[src/rtl/riscv_pkg.sv]
// Shared constants for the operand-forwarding logic: register address width,
// forwarding-select encoding and the layout of one in-flight destination entry.
package riscv_pkg;

  localparam int REG_AW = 5;

  // fwd_sel encoding: 0 selects the register file, k+1 selects stage k
  localparam int FWD_RF  = 0;
  localparam int FWD_EX  = 1;
  localparam int FWD_MEM = 2;
  localparam int FWD_WB  = 3;

  localparam int SHADOW_EW = REG_AW + 3;

  typedef struct packed {
    logic              v;
    logic [REG_AW-1:0] rd;
    logic              wr;
    logic              ld;
  } shadow_ent_t;

endpackage

[src/rtl/fwd_hazard_unit_if.sv]
// ID-stage request and forwarding/stall response bundle of the hazard unit.
interface fwd_hazard_unit_if #(
  parameter int REG_AW = riscv_pkg::REG_AW,
  parameter int NPORTS = 2,
  parameter int SEL_W  = 2,
  parameter int CNT_W  = 16
);
  logic                     id_valid;
  logic [NPORTS*REG_AW-1:0] id_rs;
  logic [NPORTS-1:0]        id_rs_used;
  logic [REG_AW-1:0]        id_rd;
  logic                     id_regwrite;
  logic                     id_is_load;
  logic                     stall_in;
  logic                     flush;
  logic [NPORTS*SEL_W-1:0]  fwd_sel;
  logic                     hazard_stall;
  logic [CNT_W-1:0]         stall_cnt;

  modport master (
    output id_valid, id_rs, id_rs_used, id_rd, id_regwrite, id_is_load, stall_in, flush,
    input  fwd_sel, hazard_stall, stall_cnt
  );

  modport slave (
    input  id_valid, id_rs, id_rs_used, id_rd, id_regwrite, id_is_load, stall_in, flush,
    output fwd_sel, hazard_stall, stall_cnt
  );
endinterface

[src/rtl/fwd_port_match.sv]
// Priority search of the destination shadow for one ID read port; the youngest
// (lowest-stage) matching producer wins.
module fwd_port_match
  import riscv_pkg::*;
#(
  parameter int REG_AW   = riscv_pkg::REG_AW,
  parameter int NSTAGES  = 3,
  parameter int LOAD_LAT = 1,
  parameter int SEL_W    = $clog2(NSTAGES + 1)
) (
  input  logic [REG_AW-1:0]              i_rs,
  input  logic                           i_used,
  input  logic                           i_valid,
  input  logic [NSTAGES-1:0]             i_v,
  input  logic [NSTAGES-1:0][REG_AW-1:0] i_rd,
  input  logic [NSTAGES-1:0]             i_wr,
  input  logic [NSTAGES-1:0]             i_ld,
  output logic [SEL_W-1:0]               o_sel,
  output logic                           o_load_hit
);

  logic [NSTAGES-1:0] w_hit;

  always_comb begin
    for (int k = 0; k < NSTAGES; k++)
      w_hit[k] = i_v[k] & i_wr[k] & (i_rd[k] != '0) & (i_rd[k] == i_rs) & i_used & i_valid;
  end

  // Walk oldest to youngest so the youngest hit overwrites the result last.
  always_comb begin
    o_sel      = SEL_W'(FWD_RF);
    o_load_hit = 1'b0;
    for (int k = NSTAGES - 1; k >= 0; k--) begin
      if (w_hit[k]) begin
        o_sel      = SEL_W'(k + 1);
        o_load_hit = i_ld[k] & (k < LOAD_LAT);
      end
    end
  end

endmodule

[src/rtl/fwd_hazard_unit.sv]
// Forwarding and load-use hazard controller: keeps a registered shadow of in-flight
// destinations, steers the ID operand muxes and raises/counts load-use stalls.
module fwd_hazard_unit
  import riscv_pkg::*;
#(
  parameter int REG_AW   = riscv_pkg::REG_AW,
  parameter int NPORTS   = 2,
  parameter int NSTAGES  = 3,
  parameter int LOAD_LAT = 1,
  parameter int CNT_W    = 16,
  parameter int SEL_W    = $clog2(NSTAGES + 1)
) (
  input logic               clk,
  input logic               reset,
  fwd_hazard_unit_if.slave  bus
);

  logic [NSTAGES-1:0]             r_v;
  logic [NSTAGES-1:0][REG_AW-1:0] r_rd;
  logic [NSTAGES-1:0]             r_wr;
  logic [NSTAGES-1:0]             r_ld;
  logic [CNT_W-1:0]               r_cnt;

  logic [NPORTS-1:0][SEL_W-1:0]   w_sel;
  logic [NPORTS-1:0]              w_load_hit;
  logic                           w_raw_stall;
  logic                           w_hazard;
  logic                           w_issue;

  for (genvar p = 0; p < NPORTS; p++) begin : g_port
    fwd_port_match #(
      .REG_AW   (REG_AW),
      .NSTAGES  (NSTAGES),
      .LOAD_LAT (LOAD_LAT),
      .SEL_W    (SEL_W)
    ) u_match (
      .i_rs       (bus.id_rs[p*REG_AW +: REG_AW]),
      .i_used     (bus.id_rs_used[p]),
      .i_valid    (bus.id_valid),
      .i_v        (r_v),
      .i_rd       (r_rd),
      .i_wr       (r_wr),
      .i_ld       (r_ld),
      .o_sel      (w_sel[p]),
      .o_load_hit (w_load_hit[p])
    );
  end

  assign w_raw_stall = |w_load_hit;
  assign w_hazard    = w_raw_stall & ~bus.flush & ~bus.stall_in;
  // A stalled or flushed ID instruction enters EX as a bubble, which ages the load.
  assign w_issue     = bus.id_valid & ~bus.flush & ~w_hazard;

  always_ff @(posedge clk) begin
    if (reset) begin
      r_v  <= '0;
      r_rd <= '0;
      r_wr <= '0;
      r_ld <= '0;
    end else if (!bus.stall_in) begin
      for (int k = NSTAGES - 1; k > 0; k--) begin
        r_v[k]  <= r_v[k-1];
        r_rd[k] <= r_rd[k-1];
        r_wr[k] <= r_wr[k-1];
        r_ld[k] <= r_ld[k-1];
      end
      r_v[0]  <= w_issue;
      r_rd[0] <= bus.id_rd;
      r_wr[0] <= bus.id_regwrite;
      r_ld[0] <= bus.id_is_load;
    end
  end

  always_ff @(posedge clk) begin
    if (reset)
      r_cnt <= '0;
    else if (w_hazard && r_cnt != '1)
      r_cnt <= r_cnt + CNT_W'(1);
  end

  assign bus.fwd_sel      = w_sel;
  assign bus.hazard_stall = w_hazard;
  assign bus.stall_cnt    = r_cnt;

endmodule

[src/flat_wrapper.sv]
// flat-port wrapper written by rule: the top's interface ports become plain ports
module fwd_hazard_unit_flat import riscv_pkg::*;
#(
  parameter int REG_AW   = riscv_pkg::REG_AW,
  parameter int NPORTS   = 2,
  parameter int NSTAGES  = 3,
  parameter int LOAD_LAT = 1,
  parameter int CNT_W    = 16,
  parameter int SEL_W    = $clog2(NSTAGES + 1)
)
  (clk, reset, bus_id_valid, bus_id_rs, bus_id_rs_used, bus_id_rd, bus_id_regwrite, bus_id_is_load, bus_stall_in, bus_flush, bus_fwd_sel, bus_hazard_stall, bus_stall_cnt);
  fwd_hazard_unit_if #(.REG_AW(REG_AW), .NPORTS(NPORTS), .SEL_W(SEL_W), .CNT_W(CNT_W)) bus_i ();
  input logic clk;
  input logic reset;
  input wire logic [$bits(bus_i.id_valid)-1:0] bus_id_valid;
  input wire logic [$bits(bus_i.id_rs)-1:0] bus_id_rs;
  input wire logic [$bits(bus_i.id_rs_used)-1:0] bus_id_rs_used;
  input wire logic [$bits(bus_i.id_rd)-1:0] bus_id_rd;
  input wire logic [$bits(bus_i.id_regwrite)-1:0] bus_id_regwrite;
  input wire logic [$bits(bus_i.id_is_load)-1:0] bus_id_is_load;
  input wire logic [$bits(bus_i.stall_in)-1:0] bus_stall_in;
  input wire logic [$bits(bus_i.flush)-1:0] bus_flush;
  output wire logic [$bits(bus_i.fwd_sel)-1:0] bus_fwd_sel;
  output wire logic [$bits(bus_i.hazard_stall)-1:0] bus_hazard_stall;
  output wire logic [$bits(bus_i.stall_cnt)-1:0] bus_stall_cnt;
  assign bus_i.id_valid = bus_id_valid;
  assign bus_i.id_rs = bus_id_rs;
  assign bus_i.id_rs_used = bus_id_rs_used;
  assign bus_i.id_rd = bus_id_rd;
  assign bus_i.id_regwrite = bus_id_regwrite;
  assign bus_i.id_is_load = bus_id_is_load;
  assign bus_i.stall_in = bus_stall_in;
  assign bus_i.flush = bus_flush;
  assign bus_fwd_sel = bus_i.fwd_sel;
  assign bus_hazard_stall = bus_i.hazard_stall;
  assign bus_stall_cnt = bus_i.stall_cnt;
  fwd_hazard_unit #(.REG_AW(REG_AW), .NPORTS(NPORTS), .NSTAGES(NSTAGES), .LOAD_LAT(LOAD_LAT), .CNT_W(CNT_W), .SEL_W(SEL_W)) u_core (.clk(clk), .reset(reset), .bus(bus_i));
endmodule
[config.mk]
export PLATFORM = sky130hd
export DESIGN_NAME = fwd_hazard_unit_flat
export DESIGN_NICKNAME = d
export VERILOG_FILES = /design/src/rtl/riscv_pkg.sv /design/src/rtl/fwd_hazard_unit_if.sv /design/src/rtl/fwd_port_match.sv /design/src/rtl/fwd_hazard_unit.sv /design/src/flat_wrapper.sv
export SDC_FILE = /design/constraint.sdc
export NUM_CORES = 1
export LEC_CHECK = 0
export CAP_MARGIN = 25
export CELL_PAD_IN_SITES_DETAIL_PLACEMENT = 2
export CELL_PAD_IN_SITES_GLOBAL_PLACEMENT = 2
export CORE_MARGIN = 3
export CORE_UTILIZATION = 32
export DETAILED_ROUTE_END_ITERATION = 10
export PLACE_DENSITY_LB_ADDON = 0.1
export SETUP_SLACK_MARGIN = 0.05
export SYNTH_ARGS = -nofsm -noshare
export SYNTH_HDL_FRONTEND = slang
export SYNTH_SLANG_ARGS = --single-unit
[constraint.sdc]
create_clock -name clk -period 4.2 [get_ports clk]
set_clock_uncertainty 0.05 [all_clocks]
set_input_delay 0.63 -clock clk [delete_from_list [all_inputs] [get_ports clk]]
set_output_delay 0.63 -clock clk [all_outputs]
set_load 0.03 [all_outputs]
==> flow_metrics.tcl <==
set metrics [dict create \
    cts_max_level 2 \
    fp-row-count 29 \
    io_pins 45 \
    ctsResizeCount 0 \
    core_um2 6386 \
    cp.required_ns 3.52 \
    fin_area_um2 2738 \
    fin_ws_ns 0.7241 \
    fillers 722 \
    hold_violations 0 \
    multi_input_area_um2 1295 \
    crit_fanout 3 \
    diodes 0 \
    syn_nets 270 \
    post_route_cells_drive_above_1_share_pct 5.903 \
    crit_arrival_ns 2.80 \
    status "completed" \
    cp-start-kind "input pin" \
    crit_type "in2out" \
    rsz0062_at_grt "false" \
    post_cts_buffers 0 \
    dpl_worst_slack_ns 0.7326 \
    die_area_um2 7648 \
    cts_tree "built" \
    synthArstFlopShare_pct 0 \
    placedInstanceArea_um2 2624 \
    drc 0 \
    synth_ff_type "dfxtp_1" \
    ys_ff_latch 38 \
    vdd_drop_max_uv 162.1 \
    grt_first_pass_wirelength_um 10360 \
    synth_cell_type_count 39 \
    post-route-util_pct 42.87 \
    initial_core_util_pct 33.25 \
    grt_pass1_vias 1992 \
    fin_crit_sh_pct 82.76 \
    io_buffers 44 \
    routed_via_density 5.479 \
    synthCells 245 \
    die_y_um 87.46 \
    grtUsageTotal_pct 17.39 \
    antenna_left 0 \
    clk_pin_slew_ns 0.08 \
    vias 2000 \
    min_path_type "reg2reg" \
    max_slew_margin_pct 37.76 \
    die_x_um 87.46 \
    syn_to_final_growth_pct 28.93 \
    ys_warn_count 0 \
    syn_area_um2 2123 \
    powerDensity_nw_per_um2 288.5 \
    final_nets 312 \
    antenna_found_initial 0 \
    cts-root-buf "clkbuf_8" \
    endpoint_kind "output pin" \
    fmax_ghz 0.2877 \
    synth_edf_count 0 \
    grt_max_degree 32 \
    syn_area_per_cell_um2 8.666 \
    worst_pin_slew_ns 0.9307 \
    routed_wirelength_um 6422 \
    first_iter_violations 59 \
    regArea_um2 760.7 \
    setup_viol 0 \
    clock-sinks 38 \
    fin_tns_setup_ns 0 \
    cts_max_path_buffers 2 \
    maxSlewViolCount 0 \
    cts_buffers 5 \
    fin_cells 365 \
    overflow 0 \
    drt_pre_antenna_iters 4 \
    period_minus_slack_ns 3.476 \
    place.gp.congestion 0.8100 \
    wl_per_cell_um 17.59 \
    p_leak_nw 0.9803 \
    drv_cap 0 \
    clkLatencyLatePin_ns 0.29 \
    cts_hold_buf 0 \
    dp_hpwl_um 4828 \
    ys_seq_area_share_pct 35.83 \
    dp_cells 357 \
]
-- critical path, cell delays in order --
cell	delay, ns
clkdlybuf4s50_1	0.51
xor2_1	0.19
nor4_1	0.42
nand3_1	0.22
o21ai_0	0.13
clkdlybuf4s50_1	0.69
-- per-layer routing --
metal | global-route usage [%] | vias to the layer above | routed length (um)
met5 | 0 | - | 0
met4 | 5.021 | 0 | 74
met3 | 2.554 | 5 | 217
met2 | 26.44 | 37 | 2777
met1 | 25.27 | 970 | 3352
li1 | - | 988 | -
-- sequential cells by signal, indices dropped and copies added (netlist names) --
name                  count
u_core.bus.stall_cnt     16
u_core.r_ld               1
u_core.r_rd              15
u_core.r_v                3
u_core.r_wr               3
-- cells by family (layout without fill, tap and decap cells) --
kind of cell / after synthesis / count (layout) / share of synthesized area (%)
compound gates: 43 / 43 / 12.85
mux: 22 / 22 / 10.43
xor+xnor: 30 / 30 / 12.37
simple gates: 96 / 96 / 24.75
flops: 38 / 38 / 35.83
buf+inv: 15 / 58 / 3.182
fa+ha+maj: 1 / 1 / 0.5892
-- metrics by stage --
stage | hold slack (ns) | total power, mW
after CTS | 0.4602 | 0.8013
final | 0.4554 | 0.7897
after detailed placement | 0.4336 | 0.4780
after global placement | 0.4278 | 0.4753
after global routing | 0.4768 | 0.8271
after floorplan | 0.4087 | 0.4344
-- Yosys cell counts (2+ instances only) --
cell type	count	area [um^2]
dfxtp_1	38	760.7
nor2_1	27	101.4
mux2i_1	21	210.2
xor2_1	18	157.7
a21oi_1	17	85.08
nand3_1	14	70.07
xnor2_1	12	105.1
or4_1	11	82.58
o31ai_1	9	67.56
nand4_1	8	50.05
o21ai_0	8	40.04
clkbuf_1	7	26.28
nand2_1	7	26.28
or3_1	7	43.79
and3_1	5	31.28
nor4_1	4	25.02
buf_2	3	15.01
inv_1	3	11.26
nor3_1	3	15.01
a31oi_1	2	12.51
and2_1	2	12.51
nor2b_1	2	12.51
-- report_power, final --
part / internal [mW] / switching, mW / leakage (nW) / total, mW
combinational: 0.0456 / 0.0432 / 0.622 / 0.0888
sequential: 0.368 / 0.0128 / 0.308 / 0.380
clock: 0.177 / 0.144 / 0.0504 / 0.321
total: 0.590 / 0.200 / 0.980 / 0.790
-- path summary, 6_finish.rpt --
| path | depth (start not counted) | start | endpoint | slack (ns) |
|---|---|---|---|---|
| hold reg to reg | 2 | u_core.r_v[0]$_SDFFE_PP0N_ | u_core.r_v[0]$_SDFFE_PP0N_ | 0.46 |
| setup / recovery | 6 | bus_id_rs[0] | bus_fwd_sel[0] | 0.72 |
| hold / removal | 2 | u_core.r_v[0]$_SDFFE_PP0N_ | u_core.r_v[0]$_SDFFE_PP0N_ | 0.46 |
| setup reg to reg | 6 | u_core.r_rd[0]$_SDFFE_PP0N_ | u_core.bus.stall_cnt[2]$_SDFFE_PP0P_ | 1.87 |
-- final cells by class --
cell class / count / share of cell area [%]
inverters: 3 / 0.4113
multi-input cells: 192 / 47.30
flip-flops and latches: 38 / 27.79
clock buffers: 5 / 2.514
well taps: 77 / 3.519
clock inverters: 3 / 1.645
repair buffers: 47 / 16.82
-- placed cells by master (no fill, tap or decap), types with 2 or more instances in the layout --
cell type and n:
nor3_1 3, and3_1 5, a31oi_1 2, nand3_1 14
xnor2_1 12, nor2_1 27, or3_1 7, dfxtp_1 38
nand4_1 8, and2_1 2, mux2i_1 21, o21ai_0 8
xor2_1 18, nor2b_1 2, clkinvlp_4 2, or4_1 11
a21oi_1 17, nand2_1 7, clkbuf_8 5, nor4_1 4
buf_4 4, o31ai_1 9, inv_1 3, clkdlybuf4s50_1 43
(Power assumes the default switching activity.)
